===== src/rtl/alu_mb_seq.sv =====
// Multi-byte sequencer that drives an external 8-bit ALU one byte per cycle,
// LSB first, chaining carry/borrow to build 8..32-bit results.
module alu_mb_seq (
  input  logic        clk,
  input  logic        rst,
  input  logic        start,
  input  logic [2:0]  op,
  input  logic [1:0]  len,
  input  logic [31:0] a,
  input  logic [31:0] b,
  input  logic        carry_in,
  output logic [7:0]  alu_in1,
  output logic [7:0]  alu_in2,
  output logic [2:0]  opcode,
  output logic        cin,
  input  logic [7:0]  alu_out,
  input  logic        cout,
  output logic [31:0] result,
  output logic        carry,
  output logic        zero,
  output logic        busy,
  output logic        done
);

  // Function codes shared with the Alu.
  localparam logic [2:0] ADD_FN  = 3'd0;
  localparam logic [2:0] ADDC_FN = 3'd1;
  localparam logic [2:0] SUB_FN  = 3'd2;
  localparam logic [2:0] SUBC_FN = 3'd3;
  localparam logic [2:0] AND_FN  = 3'd4;
  localparam logic [2:0] OR_FN   = 3'd5;
  localparam logic [2:0] XOR_FN  = 3'd6;
  localparam logic [2:0] MASK_FN = 3'd7;

  localparam logic [1:0] IDLE = 2'd0;
  localparam logic [1:0] RUN  = 2'd1;
  localparam logic [1:0] DONE = 2'd2;

  logic [1:0]  state_q;
  logic [31:0] a_q;
  logic [31:0] b_q;
  logic [2:0]  op_q;
  logic [1:0]  len_q;
  logic        carry_in_q;
  logic [1:0]  idx_q;
  logic        c_q;
  logic [31:0] result_q;
  logic        carry_q;
  logic        zero_q;

  logic        is_arith;
  logic        is_add;
  logic [4:0]  bit_base;
  logic [31:0] result_nxt;

  assign is_add   = (op_q == ADD_FN) || (op_q == ADDC_FN);
  assign is_arith = is_add || (op_q == SUB_FN) || (op_q == SUBC_FN);
  assign bit_base = {idx_q, 3'b000};

  // NOTE: every signal assigned in always_comb gets a default first, so no
  // path through the block leaves it unassigned and infers a latch.
  always_comb begin
    alu_in1 = 8'h00;
    alu_in2 = 8'h00;
    opcode  = ADD_FN;
    cin     = 1'b0;
    if (state_q == RUN) begin
      alu_in1 = a_q[bit_base +: 8];
      alu_in2 = b_q[bit_base +: 8];
      if (!is_arith) begin
        opcode = op_q;
      end else if (idx_q == 2'd0) begin
        opcode = op_q;
        cin    = ((op_q == ADDC_FN) || (op_q == SUBC_FN)) ? carry_in_q : 1'b0;
      end else begin
        // Upper bytes always consume the chained carry/borrow.
        opcode = is_add ? ADDC_FN : SUBC_FN;
        cin    = c_q;
      end
    end
  end

  always_comb begin
    result_nxt = result_q;
    result_nxt[bit_base +: 8] = alu_out;
  end

  // NOTE: sequential state uses non-blocking assignments only, so every
  // register samples the pre-edge values regardless of statement order.
  always_ff @(posedge clk) begin
    if (rst) begin
      state_q    <= IDLE;
      a_q        <= '0;
      b_q        <= '0;
      op_q       <= ADD_FN;
      len_q      <= '0;
      carry_in_q <= 1'b0;
      idx_q      <= '0;
      c_q        <= 1'b0;
      result_q   <= '0;
      carry_q    <= 1'b0;
      zero_q     <= 1'b0;
    end else begin
      case (state_q)
        IDLE: begin
          if (start) begin
            a_q        <= a;
            b_q        <= b;
            op_q       <= op;
            len_q      <= len;
            carry_in_q <= carry_in;
            idx_q      <= '0;
            c_q        <= 1'b0;
            result_q   <= '0;
            carry_q    <= 1'b0;
            zero_q     <= 1'b0;
            state_q    <= RUN;
          end
        end
        RUN: begin
          result_q <= result_nxt;
          // The Alu leaves cout stale on logic ops, so never sample it then.
          if (is_arith) begin
            c_q <= cout;
          end
          idx_q <= idx_q + 2'd1;
          if (idx_q == len_q) begin
            carry_q <= is_arith ? cout : 1'b0;
            zero_q  <= (result_nxt == 32'h0);
            state_q <= DONE;
          end
        end
        DONE: begin
          state_q <= IDLE;
        end
        default: begin
          state_q <= IDLE;
        end
      endcase
    end
  end

  assign result = result_q;
  assign carry  = carry_q;
  assign zero   = zero_q;
  assign busy   = (state_q == RUN);
  assign done   = (state_q == DONE);

endmodule

===== config.mk =====
export PLATFORM = sky130hd
export DESIGN_NAME = alu_mb_seq
export DESIGN_NICKNAME = d
export VERILOG_FILES = /design/src/rtl/alu_mb_seq.sv
export SDC_FILE = /design/constraint.sdc
export NUM_CORES = 1
export LEC_CHECK = 0
export ABC_AREA = 0
export CAP_MARGIN = 10
export CORE_MARGIN = 4
export CORE_UTILIZATION = 51
export DETAILED_ROUTE_END_ITERATION = 10
export GPL_TIMING_DRIVEN = 0
export PLACE_DENSITY_LB_ADDON = 0.12
export SLEW_MARGIN = 20
export SYNTH_ARGS = -nofsm -noshare
export SYNTH_HDL_FRONTEND = slang
export SYNTH_SLANG_ARGS = --single-unit

===== constraint.sdc =====
create_clock -name clk -period 4.24 [get_ports clk]
set_input_delay 0.848 -clock clk [delete_from_list [all_inputs] [get_ports clk]]
set_output_delay 0.848 -clock clk [all_outputs]
set_load 0.02 [all_outputs]

==> flow_summary.ini, run 1 <==
[status]
status = complete, no violations

[route]
ant_nets = 0
drtIter0Drc = 342
num_vias = 4342
via_per_inst = 5.59
drt-total-wl_um = 13300
remaining_drc_errors = 0
avgRoutedWirePerCell_um = 17.1
drtPass1Iterations = 5

[synthesis]
ys.flop_type = dfxtp_1
synth_area_leader_cell = dfxtp_1
syn_area_um2 = 4560
yosysMostFrequentCell = nand2_1
yosys-top-cells-area = dfxtp_1 48%, nand2_1 12%, a21oi_1 9.4%, mux4_2 7.9%, a22o_1 4.8%
syn_area_per_cell_um2 = 8.80
synth_common_cells = 149 x nand2_1, 109 x dfxtp_1, 86 x a21oi_1, 25 x a22o_1, 22 x clkbuf_1
ys_warn_count = 0
synthArstFlopShare_pct = 0
ys_seq_elements = 109
synth_nets = 605
synth-edff-count = 0
ys_seq_area_share_pct = 47.8
synthCells = 518
netlist.area_leader.share_pct = 47.8
synth_cell_types = 35

[worst_hold_path]
worstHoldPathCells = 2
hold_start = op_q[1]
min_path_type = reg -> reg

[timing]
hold_viol_final = 0
grt_setup_unrepaired = no
slew_viol_final = 0
setup_viol = 0
hold_ws_ns = 0.458
maxSlewHeadroom_pct = 60.4
tns_ns = 0
post-route-min-period_ns = 3.75
timing.fmax_mhz = 267
finalClockSkew_ns = 0.00873
fin_crit_sh_pct = 88.5
worstMarginPinSlew_ns = 0.593

[placement]
place_inst = 762
port-buffer-count = 136
gp_congestion = 0.853
place_hpwl_um = 9840
postPlaceCellArea_um2 = 6060

[power_and_ir_drop]
comb_power_share_pct = 18.5
p_per_area_nw_per_um2 = 339
p_seq_share_pct = 52.4
clkPwrFrac_pct = 29.1
p_leak_nw = 2.27
max-vdd-ir-drop_mv = 0.231
total_power_mw = 2.12
p_int_mw = 1.51
p_sw_mw = 0.605
p_sw_share_pct = 28.6

[critical_path]
worstPathRequired_ns = 3.39
end_kind = output port
cp-start-kind = flip-flop
critPathMaxFanout = 10
critPathLaunch = idx_q[0]
worstSetupPathType = reg -> out
r2r_cells = 9
crit_arrival_ns = 2.90
rr_startpoint = idx_q[0]

[global_route]
met3_usage_pct = 5.55
grt_pass1_wl_um = 20900
antenna_found_initial = 0
grt_start_max_net_pins = 19
busiest_layer = met2
grt.met2_usage_pct = 42.0
grt_pass1_vias = 4338
grt-ovfl-total = 0
track_usage_pct = 25.7
grt.met1_usage_pct = 34.1

[die]
core_area_um2 = 8720
initial_core_util_pct = 52.3
fp.dieW_um = 103
io_pins = 138
die_y_um = 103
die-area_um2 = 10500
rows = 34

[layout]
final_area_um2 = 6240
antenna_cells = 0
num-nets-final = 751
fin_cells = 777
drive_gt1_share_pct = 7.32
area_growth_pct = 36.9

[clock_network]
clockRootBuffer = clkbuf_8
cts_resized = 0
post_cts_buffers = 0
clk_pin_slew_ns = 0.10
cts_tree = done
cts_num_sinks = 109
insertion_delay_ns = 0.38
clockBufferDepth = 2
hold_buffers = 0
cts_inserted_buffers = 9
htree_levels = 3

[run]
maxCapViolCount = 0
## power by group through the flow
stage,Clock [mW],Combinational (mW),Sequential [mW]
6_report,0.615,0.391,1.11
5_1_grt,0.666,0.427,1.12
3_3_place_gp,0,0.381,1.13
2_1_floorplan,0,0.212,1.13
4_1_cts,0.620,0.391,1.11
3_5_place_dp,0,0.388,1.13
## cell families (layout without fill, tap and decap cells)
family / count (synthesis) / in the layout / synth area share [%]
compound gates: 132 / 132 / 17.4
xor+xnor: 2 / 2 / 0.384
fa+ha+maj: 5 / 5 / 1.37
buf+inv: 40 / 191 / 3.76
flops: 109 / 109 / 47.8
mux: 16 / 16 / 7.90
simple gates: 214 / 214 / 21.3
## layout make-up
class,count,area (um2)
clock buffers,11,151
plain buffers,35,153
repair buffers,136,1360
inverters,4,15.0
well taps,108,135
fillers,697,2480
flip-flops and latches,109,2180
multi-input cells,369,2210
clock inverters,5,40.0
## cell usage in the layout (no fill, tap or decap), types with 6 or more instances in the layout
cell type,synthesis,final
nor2_1,13,13
and2_1,19,19
buf_1,7,6
clkbuf_8,0,11
nor4_1,7,7
a21oi_1,86,86
clkdlybuf4s50_1,0,136
nand2_1,149,149
mux4_2,16,16
dfxtp_1,109,109
a22o_1,25,25
o21ai_0,9,9
clkbuf_1,22,22
## sequential cells by signal, summed over array words and instances (netlist names)
register    count
a_q            32
b_q            32
c_q             1
carry           1
carry_in_q      1
idx_q           2
len_q           2
op_q            3
result         32
state_q         2
zero            1
## metrics by stage
step           util [%]  worst slack (ns)
4_1_cts            71.6             0.110
3_5_place_dp       69.5             0.582
3_3_place_gp       69.5             0.528
5_1_grt            71.6             0.258
6_report           71.6             0.488
2_1_floorplan         -              1.43
## critical path, cell delays in order, from the launching register on
cell and delay [ns]:
dfxtp_1 0.36, buf_2 0.18, buf_2 0.33, inv_1 0.18, ha_1 0.24, buf_2 0.18
nor2b_1 0.12, a31oi_1 0.05, nor3_1 0.22, clkdlybuf4s50_1 0.66
## metal layers
layer | vias up | wire, um | share of wire, %
met5 | - | 0 | 0
met4 | 0 | 250 | 1.9
met3 | 20 | 1000 | 7.5
met2 | 176 | 6350 | 48
met1 | 2059 | 5700 | 43
li1 | 2087 | - | -
## worst paths after layout
check	slack, ns	to
max reg2reg	1.48	result[13]
min reg2reg	0.46	op_q[1]
max	0.49	cin
min	0.46	op_q[1]
Power figures use the tool's default switching activity.
==> inputs of run 2 (changes only) <==
--- a/config.mk
+++ b/config.mk
@@ -7,10 +7,10 @@
 export LEC_CHECK = 0
 export ABC_AREA = 0
 export CAP_MARGIN = 10
-export CORE_MARGIN = 4
-export CORE_UTILIZATION = 51
+export CORE_UTILIZATION = 32
 export DETAILED_ROUTE_END_ITERATION = 10
 export GPL_TIMING_DRIVEN = 0
+export MAX_ROUTING_LAYER = met4
 export PLACE_DENSITY_LB_ADDON = 0.12
 export SLEW_MARGIN = 20
 export SYNTH_ARGS = -nofsm -noshare
==> flow_summary.ini, run 2 (synthesis results as in run 1) <==
[status]
status = complete, no violations

[die]
initial_core_util_pct = 32.9
rows = 43
core_area_um2 = 13900
die_y_um = 121
die-area_um2 = 14700
fp.dieW_um = 121
io_pins = 138

[route]
drtIter0Drc = 218
drt-total-wl_um = 14000
ant_nets = 0
remaining_drc_errors = 0
drtPass1Iterations = 5
avgRoutedWirePerCell_um = 16.5
num_vias = 4259
via_per_inst = 5.02

[timing]
post-route-min-period_ns = 3.72
hold_viol_final = 0
setup_slack_ns = 0.524
finalClockSkew_ns = 0.00713
grt_setup_unrepaired = no
hold_ws_ns = 0.454
slew_viol_final = 0
setup_viol = 0
tns_ns = 0
worstMarginPinSlew_ns = 0.625
maxSlewHeadroom_pct = 58.3
fin_crit_sh_pct = 87.6
timing.fmax_mhz = 269

[global_route]
grt_pass1_vias = 4312
antenna_found_initial = 0
grt-ovfl-total = 0
met3_usage_pct = 5.26
grt.met2_usage_pct = 33.8
grt_start_max_net_pins = 16
busiest_layer = met2
grt.met1_usage_pct = 25.1
track_usage_pct = 20.7
grt_pass1_wl_um = 22400

[clock_network]
clockBufferDepth = 2
hold_buffers = 0
cts_tree = done
clk_pin_slew_ns = 0.07
post_cts_buffers = 0
cts_inserted_buffers = 9
insertion_delay_ns = 0.35
htree_levels = 3
clockRootBuffer = clkbuf_16
cts_resized = 0
cts_num_sinks = 109

[layout]
multi_input_area_um2 = 2210
final_cell_mix = 149 x nand2_1, 136 x clkdlybuf4s50_1, 109 x dfxtp_1
seq_area_um2 = 2180
antenna_cells = 0
mostFrequentLayoutCell = nand2_1
drive_gt1_share_pct = 6.89
nFillCells = 1374
area_growth_pct = 40.8
postLayoutCoreUtil_pct = 46.3
final_area_um2 = 6420
num-nets-final = 751

[worst_hold_path]
hold_start = a_q[7]
min_path_type = reg -> reg

[power_and_ir_drop]
p_int_mw = 1.70
clkPwrFrac_pct = 35.0
p_sw_mw = 0.610
p_leak_nw = 2.30
p_per_area_nw_per_um2 = 360
p_seq_share_pct = 48.0
max-vdd-ir-drop_mv = 0.192
comb_power_share_pct = 17.0
p_sw_share_pct = 26.4

[critical_path]
cp-start-kind = flip-flop
rr_startpoint = idx_q[0]
end_kind = output port
critPathLaunch = idx_q[0]
crit_arrival_ns = 2.87
worstSetupPathType = reg -> out
critPathMaxFanout = 10
worstPathRequired_ns = 3.39

[placement]
place_hpwl_um = 10400
gp_congestion = 0.836
post-place-ws_ns = 0.566
postPlaceCellArea_um2 = 6150
port-buffer-count = 136

[run]
maxCapViolCount = 0
-- run 2: critical path, stage by stage, from the launching register on --
cell             delay (ns)
dfxtp_1                0.36
buf_2                  0.19
buf_2                  0.38
inv_1                  0.18
ha_1                   0.24
buf_2                  0.19
nor2b_1                0.13
a31oi_1                0.05
nor3_1                 0.13
clkdlybuf4s50_1        0.67
-- run 2: final cells by class --
class | count | share of cell area (%)
Timing Repair Buffer | 136 | 21.2
Clock buffer | 14 | 4.27
Tap cell | 180 | 3.51
Inverter | 4 | 0.234
Buffer | 35 | 2.38
Clock inverter | 1 | 0.0779
Sequential cell | 109 | 34.0
Multi-Input combinational cell | 369 | 34.4
-- run 2: worst paths after layout --
kind                      to  slack, ns  depth (start not counted)
setup / recovery         cin       0.52                          9
hold / removal        a_q[7]       0.45                          2
setup reg to reg  result[29]       1.31                          8
hold reg to reg       a_q[7]       0.45                          2
-- run 2: power by group through the flow --
stage	clock [mW]	sequential (mW)	combinational, mW
floorplan	0	1.13	0.212
global placement	0	1.13	0.392
detailed placement	0	1.13	0.396
CTS	0.829	1.11	0.398
global route	0.867	1.12	0.432
finish	0.809	1.11	0.394
-- run 2: layer usage --
| layer | vias to the layer above | wire [um] |
|---|---|---|
| met1 | 2038 | 6270 |
| met5 | - | 0 |
| met2 | 117 | 6880 |
| met4 | 0 | 170 |
| met3 | 14 | 708 |
| li1 | 2090 | - |
-- run 2: per-stage QoR --
| stage | std cells | power (mW) |
|---|---|---|
| floorplan | 518 | 1.34 |
| global placement | 834 | 1.52 |
| detailed placement | 834 | 1.53 |
| CTS | 849 | 2.34 |
| global route | 848 | 2.41 |
| finish | 848 | 2.31 |
==> patch 1: new RTL, config.mk and constraints of run 1 <==
Add an input register stage for `len`, with the module's reset; this delays it by one clock. The other inputs are not delayed to match.
--- a/src/rtl/alu_mb_seq.sv
+++ b/src/rtl/alu_mb_seq.sv
@@ -35,6 +35,16 @@
   localparam logic [1:0] IDLE = 2'd0;
   localparam logic [1:0] RUN  = 2'd1;
   localparam logic [1:0] DONE = 2'd2;
+
+  logic [1:0] len_r;
+
+  always_ff @(posedge clk) begin
+    if (rst) begin
+      len_r <= '0;
+    end else begin
+      len_r <= len;
+    end
+  end
 
   logic [1:0]  state_q;
   logic [31:0] a_q;
@@ -107,7 +117,7 @@
             a_q        <= a;
             b_q        <= b;
             op_q       <= op;
-            len_q      <= len;
+            len_q      <= len_r;
             carry_in_q <= carry_in;
             idx_q      <= '0;
             c_q        <= 1'b0;
Behaviour: not the same (a bounded check fails within 4 cycles, from zero or initial values and one cycle with rst high).
==> patch 1 against run 1 <==
  * Area after synthesis rose by 3.4%
  * Wire length rose by 3.3%
  * Power fell by 0.16%
  * Sequential cell count rose by 2
  * Setup slack improved by 86 ps
  * Design area rose by 2.7%
  * Largest cell class unchanged
==> patch 1: results <==
{
  "hp-start": "len_r[0]",
  "grt.total_usage_pct": 25.16,
  "r2r-start": "idx_q[1]",
  "portBuffers": 137,
  "ys_types": 37,
  "slew_headroom_pct": 57.93,
  "cts_root_buf": "clkbuf_8",
  "status": "completed",
  "numCtsBuffers": 9,
  "grt_pass1_wl_um": 22150,
  "grt_pass1_vias": 4692,
  "diodes": 0,
  "grt_max_degree": 19,
  "skew_ps": 8.833,
  "max_stage_delay_ps": 650,
  "wl_per_cell_um": 16.78,
  "drc": 0,
  "hpwl_um": 10250,
  "peakVddDrop_uv": 196.7,
  "post_cts_resized": 0,
  "crit_fanout": 19,
  "leakage_nw": 2.346,
  "dpl_worst_slack_ps": 515.2,
  "synth_fp_nets": 646,
  "worstHoldPathCells": 2,
  "ff2ff_path_depth": 9,
  "cp_data_arrival_time_ps": 2820,
  "regToRegSetupSlack_ps": 1470,
  "vias": 4615,
  "ctsHtreeMaxLevel": 3,
  "ys_warn_count": 0,
  "r2r_end": "result[12]",
  "hold_class": "reg -> reg",
  "yosys-top-cells-count": "nand2_1 (148), dfxtp_1 (111), a21oi_1 (80)",
  "async_flop_share_pct": 0,
  "drive_gt1_share_pct": 7.595,
  "ys_seq_area_share_pct": 47.11,
  "post-cts-setup-buffers": 0,
  "ctsLongestPathBuffers": 2,
  "clk_latency_ps": 370,
  "drtIter0Drc": 250,
  "whs_endpoint": "len_q[0]",
  "num-nets-final": 793,
  "antenna_found_initial": 0,
  "cts.reportedPaths.clkPinSlew_ps": 100,
  "place_congestion": 0.9282,
  "synth.area.top_cells": "dfxtp_1 (47%), nand2_1 (12%), a21oi_1 (8.5%)",
  "crit_path_top_delay_cell": "clkdlybuf4s50_1"
}
==> patch 1: cell count changes in the layout (fill, tap and decap cells not counted), moves of 5 or more <==
cell / run 1 / this run
o21ai_0: 9 / 2
a22oi_1: 1 / 33
buf_1: 6 / 1
buf_2: 5 / 18
a22o_1: 25 / 0
nor2_1: 13 / 50
a21oi_1: 86 / 80
==> patch 1: area by class of cell <==
cell class | instances | area, µm²
clock buffer | 11 | 151.4
clock inverter | 5 | 42.54
timing repair buffer | 137 | 1371
fill | 691 | 2435
multi-input combinational | 404 | 2307
sequential | 111 | 2222
inverter | 4 | 15.01
buffer | 39 | 168.9
tap | 108 | 135.1
==> patch 1: logic make-up (layout without fill, tap and decap cells) <==
logic type	count (synthesis)	count (layout)	synth area share, %
compound gates	127	127	15.86
fa+ha+maj	5	5	1.326
simple gates	253	253	23.47
buf+inv	44	196	3.979
xor+xnor	2	2	0.3714
mux	17	17	7.878
flops	111	111	47.11
==> patch 1: per-stage QoR <==
step	instances	util (%)	area (µm²)	hold WS, ps	power (W)
6_report	819	72.48	6414	450.6	0.002112
2_1_floorplan	559	-	4717	417.4	0.001350
3_5_place_dp	804	70.33	6223	431.6	0.001526
3_3_place_gp	804	70.33	6223	423.1	0.001516
4_1_cts	820	72.53	6417	445.9	0.002124
5_1_grt	819	72.48	6414	477.5	0.002205
==> patch 1: per-layer routing <==
metal	track usage (%)	routed length (µm)	up-vias
li1	-	-	2212
met1	29.87	5581	2172
met2	44.43	6921	197
met3	4.655	864	34
met4	10.73	379	0
met5	0	0	-
==> patch 1: critical path, delay by kind of cell, from the launching register on <==
kind	cells	cell delay [ps]
buf+inv	4	1460
compound gates	1	50
flops	1	380
fa+ha+maj	1	210
simple gates	2	360
==> patch 1: worst max path at each step <==
| stage | cells after the start | endpoint | start |
|---|---|---|---|
| 2_1_floorplan | 8 | cin | idx_q[1] |
| 3_3_place_gp | 9 | cin | idx_q[1] |
| 3_5_place_dp | 9 | cin | idx_q[1] |
| 4_1_cts | 9 | cin | idx_q[1] |
| 5_1_grt | 8 | cin | idx_q[1] |
| 6_report | 8 | cin | idx_q[1] |
==> patch 1: power by group <==
part / internal (W) / leakage (nW) / switching (W)
registers: 0.00110 / 0.907 / 0.0000280
logic: 0.000177 / 1.34 / 0.000206
clock network: 0.000250 / 0.0957 / 0.000356
total: 0.00152 / 2.35 / 0.000590
==> patch 2: new RTL, config.mk and constraints of run 1 <==
Without the edit above. Put a register stage on the output `opcode`, cleared by the reset. The value now appears one clock later. The other outputs are not delayed to match.
--- a/src/rtl/alu_mb_seq.sv
+++ b/src/rtl/alu_mb_seq.sv
@@ -36,6 +36,8 @@
   localparam logic [1:0] RUN  = 2'd1;
   localparam logic [1:0] DONE = 2'd2;
 
+  logic [2:0] opcode_d;
+
   logic [1:0]  state_q;
   logic [31:0] a_q;
   logic [31:0] b_q;
@@ -62,19 +64,19 @@
   always_comb begin
     alu_in1 = 8'h00;
     alu_in2 = 8'h00;
-    opcode  = ADD_FN;
+    opcode_d = ADD_FN;
     cin     = 1'b0;
     if (state_q == RUN) begin
       alu_in1 = a_q[bit_base +: 8];
       alu_in2 = b_q[bit_base +: 8];
       if (!is_arith) begin
-        opcode = op_q;
+        opcode_d = op_q;
       end else if (idx_q == 2'd0) begin
-        opcode = op_q;
+        opcode_d = op_q;
         cin    = ((op_q == ADDC_FN) || (op_q == SUBC_FN)) ? carry_in_q : 1'b0;
       end else begin
         // Upper bytes always consume the chained carry/borrow.
-        opcode = is_add ? ADDC_FN : SUBC_FN;
+        opcode_d = is_add ? ADDC_FN : SUBC_FN;
         cin    = c_q;
       end
     end
@@ -146,4 +148,12 @@
   assign busy   = (state_q == RUN);
   assign done   = (state_q == DONE);
 
+  always_ff @(posedge clk) begin
+    if (rst) begin
+      opcode <= '0;
+    end else begin
+      opcode <= opcode_d;
+    end
+  end
+
 endmodule
Formal check against the unedited RTL: not equivalent (a bounded check fails within 4 cycles, from zero or initial values and one cycle with rst high).
==> patch 2 against run 1 <==
  * Area after synthesis rose by 0.96%
  * Sequential cell count is 3 higher
  * Largest cell class is now sequential cells
  * Count of clock-buffer cells in the layout unchanged
  * Wire length down 0.86%
  * Die area grew 0.88%
  * Power up 2.2%
  * Via count down 0.90%
  * Setup slack got worse by 290 ps
  * Fmax fell by 7.2%
  * Synthesized cell count is 0.77% lower
  * Sequential share of layout area grew 0.66 points
  * Design area increased by 0.86%
==> patch 2: results <==
{
  "status": "completed",
  "drtIter0Drc": 241,
  "regToRegSetupSlack_ps": 1240,
  "syn_avg_cell_area_um2": 8.958,
  "ys_seq_area_share_pct": 48.70,
  "place_congestion": 0.9224,
  "r2r_end": "zero",
  "synthXorXnorAreaFrac_pct": 0.3804,
  "p_comb_share_pct": 17.9,
  "dpl.cell_count": 758,
  "muxShareOfSynthArea_pct": 8.261,
  "num-nets-final": 748,
  "finalCritPeriodShare_pct": 95.40,
  "synth_top_family_by_area": "simple AND/OR/NAND/NOR gates",
  "hpwl_um": 9861,
  "ys_types": 41,
  "wl_um": 13190,
  "peakVddDrop_uv": 209.8,
  "dpl_worst_slack_ps": 636.0,
  "max_stage_delay_ps": 670,
  "synth_fa_ha_area_share_pct": 1.359,
  "cp_top_family": "buffers and inverters",
  "instances_no_fill": 774,
  "synth.area.top_cells": "dfxtp_1 (49%), nand2_1 (12%), a21oi_1 (8.9%)",
  "dpl_cell_area_um2": 6101,
  "r2r-start": "idx_q[1]",
  "yosys-top-cells-count": "nand2_1 (144), dfxtp_1 (112), a21oi_1 (82)",
  "synth_fp_nets": 601,
  "clk_latency_ps": 370,
  "cp_data_arrival_time_ps": 3200,
  "synth_compound_area_share_pct": 16.60,
  "hp-start": "op_q[1]",
  "switching_power_w": 0.0005953,
  "grt_pass1_vias": 4253,
  "vias_per_cell": 5.559,
  "skew_ps": 12.74,
  "worst_pin_slew_ps": 699.0,
  "comb-power_w": 0.000388,
  "drive_gt1_share_pct": 7.357
}
patch 2: area by class of cell:
class | count | area, µm²
tap | 108 | 135.1
multi-input combinational | 364 | 2200
buffer | 35 | 151.4
sequential | 112 | 2242
inverter | 3 | 11.26
clock inverter | 5 | 66.31
clock buffer | 11 | 131.4
fill | 694 | 2465
timing repair buffer | 136 | 1361
patch 2: how the worst min path moves through the flow:
stage	slack (ps)	to	cells past startpoint
finish	460	op_q[1]	2
global route	480	b_q[27]	2
CTS	460	op_q[1]	2
detailed placement	450	b_q[27]	2
global placement	440	b_q[19]	2
floorplan	430	opcode[1]	1
patch 2: layer usage:
metal,track usage (%),wire (µm),up-vias
met5,0,0,-
met4,7.968,212,0
met3,4.465,1055,21
met2,42.58,6292,171
met1,32.85,5629,2035
li1,-,-,2076
patch 2: worst reg2reg max path: stages (launching register included):
cell and delay (ps):
dfxtp_1 370, buf_2 290, buf_1 580, inv_1 200, ha_1 490, nand2b_4 90, or3b_4 430, a211o_1 280
nand4_1 110, o21ai_1 60
